`src/rtl/tri_fetch.sv`:
```
// Triangle-list fetcher: reads 10-word triangle records from synchronous memory,
// unpacks vertices and colours, and presents each triangle over a valid/ready handshake.
//
// state   | meaning
// IDLE    | waiting for start
// FETCH   | issuing the 10 reads of one triangle, then one cycle for the last capture
// PRESENT | triangle presented, waiting for tri_ready
// DONE    | one-cycle end-of-list pulse
module tri_fetch #(
  parameter int intBits     = 8,
  parameter int decimalBits = 8,
  parameter int colorDepth  = 4,
  parameter int addrBits    = 10
) (
  input  logic                                 clk,
  input  logic                                 rst_n,
  input  logic                                 start,
  input  logic                                 abort,
  input  logic [addrBits-1:0]                  base_addr,
  input  logic [7:0]                           tri_count,
  output logic                                 mem_rd,
  output logic [addrBits-1:0]                  mem_addr,
  input  logic [intBits+decimalBits:0]         mem_rdata,
  output logic signed [intBits+decimalBits:0]  vert_0_x,
  output logic signed [intBits+decimalBits:0]  vert_0_y,
  output logic signed [intBits+decimalBits:0]  vert_0_z,
  output logic signed [intBits+decimalBits:0]  vert_1_x,
  output logic signed [intBits+decimalBits:0]  vert_1_y,
  output logic signed [intBits+decimalBits:0]  vert_1_z,
  output logic signed [intBits+decimalBits:0]  vert_2_x,
  output logic signed [intBits+decimalBits:0]  vert_2_y,
  output logic signed [intBits+decimalBits:0]  vert_2_z,
  output logic [colorDepth-1:0]                col_0,
  output logic [colorDepth-1:0]                col_1,
  output logic [colorDepth-1:0]                col_2,
  output logic                                 tri_valid,
  input  logic                                 tri_ready,
  output logic [7:0]                           tri_index,
  output logic                                 busy,
  output logic                                 done
);

  localparam int W  = intBits + decimalBits + 1;
  localparam int CW = 3 * colorDepth;

  typedef enum logic [1:0] {IDLE, FETCH, PRESENT, DONE} state_t;

  state_t                state, state_nx;
  logic [3:0]            word_k;
  logic [3:0]            cap_k;
  logic                  cap_en;
  logic [addrBits-1:0]   tri_addr;
  logic [7:0]            tri_left;
  logic signed [W-1:0]   vreg [9];
  logic [CW-1:0]         cword;
  logic                  launch;
  logic                  advance;

  always_comb begin
    state_nx  = state;
    mem_rd    = 1'b0;
    mem_addr  = '0;
    tri_valid = 1'b0;
    busy      = 1'b0;
    done      = 1'b0;
    launch    = 1'b0;
    advance   = 1'b0;
    case (state)
      IDLE: begin
        if (start) begin
          launch   = 1'b1;
          state_nx = (tri_count == 8'd0) ? DONE : FETCH;
        end
      end
      FETCH: begin
        busy = 1'b1;
        // word_k == 10 is the slot where the final word is still in flight
        if (word_k == 4'd10) begin
          state_nx = PRESENT;
        end else begin
          mem_rd   = 1'b1;
          mem_addr = tri_addr + addrBits'(word_k);
        end
      end
      PRESENT: begin
        busy      = 1'b1;
        tri_valid = 1'b1;
        if (tri_ready) begin
          if (tri_left == 8'd0) begin
            state_nx = DONE;
          end else begin
            state_nx = FETCH;
            advance  = 1'b1;
          end
        end
      end
      DONE: begin
        done     = 1'b1;
        state_nx = IDLE;
      end
      default: state_nx = IDLE;
    endcase
    if (abort && state != IDLE) begin
      state_nx = IDLE;
      advance  = 1'b0;
    end
  end

  always_ff @(posedge clk or negedge rst_n) begin
    if (!rst_n) state <= IDLE;
    else        state <= state_nx;
  end

  always_ff @(posedge clk or negedge rst_n) begin
    if (!rst_n) begin
      word_k    <= '0;
      cap_k     <= '0;
      cap_en    <= 1'b0;
      tri_addr  <= '0;
      tri_left  <= '0;
      tri_index <= '0;
      cword     <= '0;
      for (int j = 0; j < 9; j++) vreg[j] <= '0;
    end else begin
      cap_en <= mem_rd && !abort;
      cap_k  <= word_k;
      word_k <= (state == FETCH && state_nx == FETCH) ? word_k + 4'd1 : 4'd0;
      if (launch) begin
        tri_addr  <= base_addr;
        tri_left  <= tri_count - 8'd1;
        tri_index <= 8'd0;
      end else if (advance) begin
        tri_addr  <= tri_addr + addrBits'(4'd10);
        tri_left  <= tri_left - 8'd1;
        tri_index <= tri_index + 8'd1;
      end
      if (cap_en) begin
        if (cap_k == 4'd9) cword <= mem_rdata[CW-1:0];
        else               vreg[cap_k] <= mem_rdata;
      end
    end
  end

  assign vert_0_x = vreg[0];
  assign vert_0_y = vreg[1];
  assign vert_0_z = vreg[2];
  assign vert_1_x = vreg[3];
  assign vert_1_y = vreg[4];
  assign vert_1_z = vreg[5];
  assign vert_2_x = vreg[6];
  assign vert_2_y = vreg[7];
  assign vert_2_z = vreg[8];
  assign col_0    = cword[colorDepth-1:0];
  assign col_1    = cword[2*colorDepth-1:colorDepth];
  assign col_2    = cword[CW-1:2*colorDepth];

endmodule
```
`config.mk`:
```
export PLATFORM = sky130hd
export DESIGN_NAME = tri_fetch
export DESIGN_NICKNAME = d
export VERILOG_FILES = /design/src/rtl/tri_fetch.sv
export SDC_FILE = /design/constraint.sdc
export NUM_CORES = 1
export LEC_CHECK = 0
export ABC_AREA = 1
export CORE_MARGIN = 2
export CORE_UTILIZATION = 49
export DETAILED_ROUTE_END_ITERATION = 8
export PLACE_DENSITY = 0.77
export SLEW_MARGIN = 10
export SYNTH_ARGS = -nofsm -noshare
export SYNTH_HDL_FRONTEND = slang
export SYNTH_SLANG_ARGS = --single-unit
export TNS_END_PERCENT = 100
```
`constraint.sdc`:
```
create_clock -name clk -period 2.5 [get_ports clk]
set_input_delay 0.25 -clock clk [delete_from_list [all_inputs] [get_ports clk]]
set_output_delay 0.25 -clock clk [all_outputs]
set_load 0.1 [all_outputs]
```
**Word-level counts from Yosys, hierarchy flattened**

Cells that the tools add are included.

- $add $sub $neg: 6
- Multipliers: 0
- Divide/modulo/power cells: 0
- Order comparisons: 2
- Equality and inequality tests: 6
- Shift-type cells: 0
- Mux-type cells: 30
- Bitwise operators: 2
- Reductions and logical operators: 13

Operators with widths:

| kind | count |
|---|---|
| $bwmux 153 | 1 |
| $demux 17 s4 | 1 |
| $mux 10 | 4 |
| $mux 8 | 4 |
| $mux 17 | 1 |
| $logic_not 8->1 | 2 |
| $sub 8x1->8 const B | 2 |
| $mux 2 | 6 |
| $mux 1 | 11 |
| $add 10x4->10 | 1 |
| $add 10x4->10 const B | 1 |
| $add 8x1->8 const B | 1 |
| $eq 4x4->1 const B | 2 |
| $pmux 2 s4 | 1 |
| $ge 5x5->1 const B | 1 |
| $lt 5x1->1 const B | 1 |
| $not 4->5 | 1 |
| $add 4x1->4 const B | 1 |
| $eq 2x1->1 const B | 2 |
| $eq 2x2->1 const B | 2 |
| $logic_and 1x1->1 | 4 |
| $mux 4 | 1 |
| $reduce_and 2->1 | 2 |
| $reduce_bool 2->1 | 2 |
| other kinds (4) | 4 |

- Bits in registers: 202
- Latch bits: 0
- Bits in writable memories: 0
- Memory bits (read-only): 0
- Bits of input ports: 40
- Output and inout bits: 187
- Logic and storage cells: 76
- Memories: 0

**Longest topological paths before layout**

- Depth after elaboration: 8
- Depth in mapped cells: 16

**Least setup slack after synthesis**

OpenSTA, ideal clock, no wires.

- Kind: reg-to-output
- Start point: register word_k[0]
- End point: output mem_addr[8]
- Arrival: 3.501 ns
- Setup slack: -1.251 ns
- Stages on the path, launching flop included: 7
- Cell sequence: dfrtp_1 ha_1 inv_1 fa_1 o21ai_0 a31oi_1 nor3_1

- Longest elaborated chain between the ends: 3
- Elaborated cells on any way between the ends: 4

RTL lines:

| what | line | text |
|---|---|---|
| from (decl) | 49 | `logic [3:0] word_k;` |
| from (signal assigned) | 127 | `word_k <= (state == FETCH && state_nx == FETCH) ? word_k + 4'd1 : 4'd0;` |
| $add 10x4->10 / $eq 4x4->1 (equally long branches) | 82, 78 |  |
| $mux 10 * | 78 | `if (word_k == 4'd10) begin` |
| $mux 10 * | 68 | `case (state)` |
| to (decl) | 22 | `output logic [addrBits-1:0] mem_addr,` |

Mark *: on every way between the ends. The rest lies on a longest branch, timed or not.

**Final worst setup path**

- Start point: register word_k[1]
- End point: output mem_addr[8]

Same word-level chain as after synthesis.

==> metrics.txt <==
global-route wire length before repair=38.7 mm; mean post-synth cell area=8.93 um^2; Detailed Route WL=25.4 mm; fmax=0.396 GHz; initial antenna violation count=0; status=finished, violations left; mux share of post-synthesis cell area=0%; relative slew slack=66.3%; PortBufs=226; GRT Total Usage=26.9%; pins over their slew limit=0; Post-Syn Instances=957; CTS tree=done; synthesis-to-layout area growth=38.9%; Max stage delay cell, worst path=fa_2; area leader, netlist=dfrtp_1; WP buf/inv=3; clk sinks=202; post-synthesis xor/xnor area fraction=1.02%; die height=136 um; share of the synthesized area in the top cell type=59.1%; DRC Markers=0; Core Region=17,200 um^2; Largest stage delay, worst path=0.44 ns; ys flop type=dfrtp_1; Root Buffer=clkbuf_16; Worst EP required=2.25 ns; ant diodes=0; DIE AREA=18,500 um^2; clock transition at the registers of the reported paths=0.06 ns; Synth area leaders=dfrtp_1 (59%), nand2_1 (10%), o21ai_0 (5.7%), nor2_1 (5.6%), a21oi_1 (5.3%); initial DRC count=461; startpoint class of the critical path=register; max cap viols=0; ys async rst share=100%; vias in the first global route=7,134; CP Max Fanout=6; Die Wd=136 um; cell mode on critical path=nor3_4; Setup Skew=0.0241 ns; Final period util=101%; post-synthesis sequential area ratio=59.1%; Final ANT Viol Nets=0; Yosys Warn Count=0; average wire per standard cell=17.6 um; Synth Area in Compound Gates=11.4%; worst setup margin=-0.0226 ns; Site Rows=48; DP HPWL=17.3 mm; synthesized-area fraction occupied by adder cells=2.28%; clock buffer depth=3; Critical Path AT=2.27 ns; Hold WC Path Type=input port to asynchronous set/reset pin; peak supply drop=1.09 mV; global placement routability congestion=0.890; DP Area=10,800 um^2; failing checks=setup timing; Synth Area in Simple Gates=20.4%; CTS H-tree lvls=1; fraction of layout cells with a size suffix above 1=25.3%; Final Instance Area=11,900 um^2; Boundary Pins=227; crit end category=output pin; via/cell ratio=5.24; PD cells=1290 nW/um^2; crit-path cells=inv_1 -> fa_2 -> o21ai_4 -> buf_6 -> nand2_4 -> nor3_4 -> nor3_4 -> buf_12; Pleak=5.55 nW; worst hold slack=0.260 ns; EDFF count, synth=0; TritonRoute pass-1 iters=5; Final Critical Period=2.52 ns; grt total ovfl=0; detailed-route via count=7,564; Least-Margin Pin Slew=0.503 ns; clock buffer count from CTS=22; main combinational cell family by area after synthesis=simple AND/OR/NAND/NOR gates; Mapped Area=8550 um^2; synth unique cells=30; Finished Core Util=69.1%; final hold violation count=0; Crit Path Class=register to output pin; endpoints failing setup=1; Initial Utilization=49.8%; nets=1,258; Mapped Nets=1,012; RSZ-0062 raised after global routing=yes; #FFs+latches synth=202; crit-path leading delay family=adder cells; largest net degree at the start of global routing=81; Worst-Skew Late Latency=0.51 ns
## cells in the final DEF, fill, tap and decap left out, types with 7 or more instances in the layout
cell type and instances:
o21ai_0 94, buf_4 208, nand2_1 219, dfrtp_1 195
nor2_1 118, clkdlybuf4s50_1 38, a21oi_1 87, buf_12 15
clkbuf_8 7, ha_1 11, clkinv_1 13, clkbuf_16 22
xor2_1 8, dfrtp_2 7, nand3_1 55, inv_1 53
## per-layer routing
| layer | wire (um) | vias up | GRT usage (%) | share of wire (%) |
|---|---|---|---|---|
| met5 | 0 | - | 0 | 0 |
| met4 | 824 | 0 | 8.74 | 3.2 |
| met3 | 1910 | 48 | 5.48 | 7.5 |
| met2 | 12300 | 300 | 44.5 | 48 |
| met1 | 10400 | 3640 | 35.8 | 41 |
| li1 | - | 3576 | - | - |
## through the flow
| step | setup slack (ns) | setup TNS [ns] | power (mW) | instances |
|---|---|---|---|---|
| floorplan | -0.0307 | -0.0307 | 9.84 | 957 |
| global placement | 0.245 | 0 | 11.5 | 1388 |
| global route | -0.0981 | -0.301 | 15.9 | 1443 |
| finish | -0.0226 | -0.0226 | 15.3 | 1443 |
| CTS | -0.0238 | -0.0628 | 15.2 | 1433 |
| detailed placement | 0.139 | 0 | 11.6 | 1388 |
## worst paths after layout
check                                          from  depth (start not counted)  slack, ns                  endpoint
worst max-delay path            word_k[1]$_DFF_PN0_                          8      -0.02               mem_addr[8]
worst min-delay path                          rst_n                          2       0.26  vert_1_x[16]$_DFFE_PN0P_
worst max register to register   state[0]$_DFF_PN0_                         14       0.37   tri_left[6]$_DFFE_PN0P_
worst min register to register  word_k[3]$_DFF_PN0_                          0       0.46        cap_k[3]$_DFF_PN0_
max in group asynchronous                     rst_n                          3       1.43   vert_2_x[9]$_DFFE_PN0P_
min in group clk                              abort                          2       0.39          cap_en$_DFF_PN0_
## logic make-up (layout without fill, tap and decap cells)
kind of cell | Yosys count | after routing
AO/OA/AOI/OAI | 193 | 193
XOR/XNOR | 10 | 10
adder cells (fa/ha/maj) | 15 | 15
buffers and inverters | 111 | 372
flip-flops | 202 | 202
AND/OR/NAND/NOR | 426 | 426
## Yosys cell counts (2+ instances only)
library cell  number
nand2_1          227
dfrtp_1          202
nor2_1           127
o21ai_0           98
a21oi_1           91
inv_1             55
nand3_1           55
clkbuf_1          16
buf_2             15
ha_1              14
clkinv_1          13
xor2_1             8
buf_4              7
nor3_1             5
buf_6              4
nand4_1            2
nor2_2             2
nor3_2             2
o21bai_1           2
xnor2_1            2
## final cells by class
| cell class | instances | area (um^2) |
|---|---|---|
| Clock buffer | 34 | 656 |
| Clock inverter | 5 | 115 |
| Fill cell | 1353 | 5300 |
| Inverter | 69 | 263 |
| Multi-Input combinational cell | 644 | 3220 |
| Sequential cell | 202 | 5060 |
| Tap cell | 225 | 282 |
| Timing Repair Buffer | 264 | 2280 |
## report_power, final
group / internal [mW] / switching [mW]
Combinational: 1.75 / 5.76
Sequential: 3.89 / 0.498
Clock: 2.12 / 1.28
## what timing repair did
action	4_1_cts	5_1_grt
hold buffers	1	0
buffers inserted	5	10
pin swaps	6	13
endpoints found under the hold margin	52	0
setup endpoints to repair	7	7
resized for setup	26	18
Power figures use the tool's default switching activity.
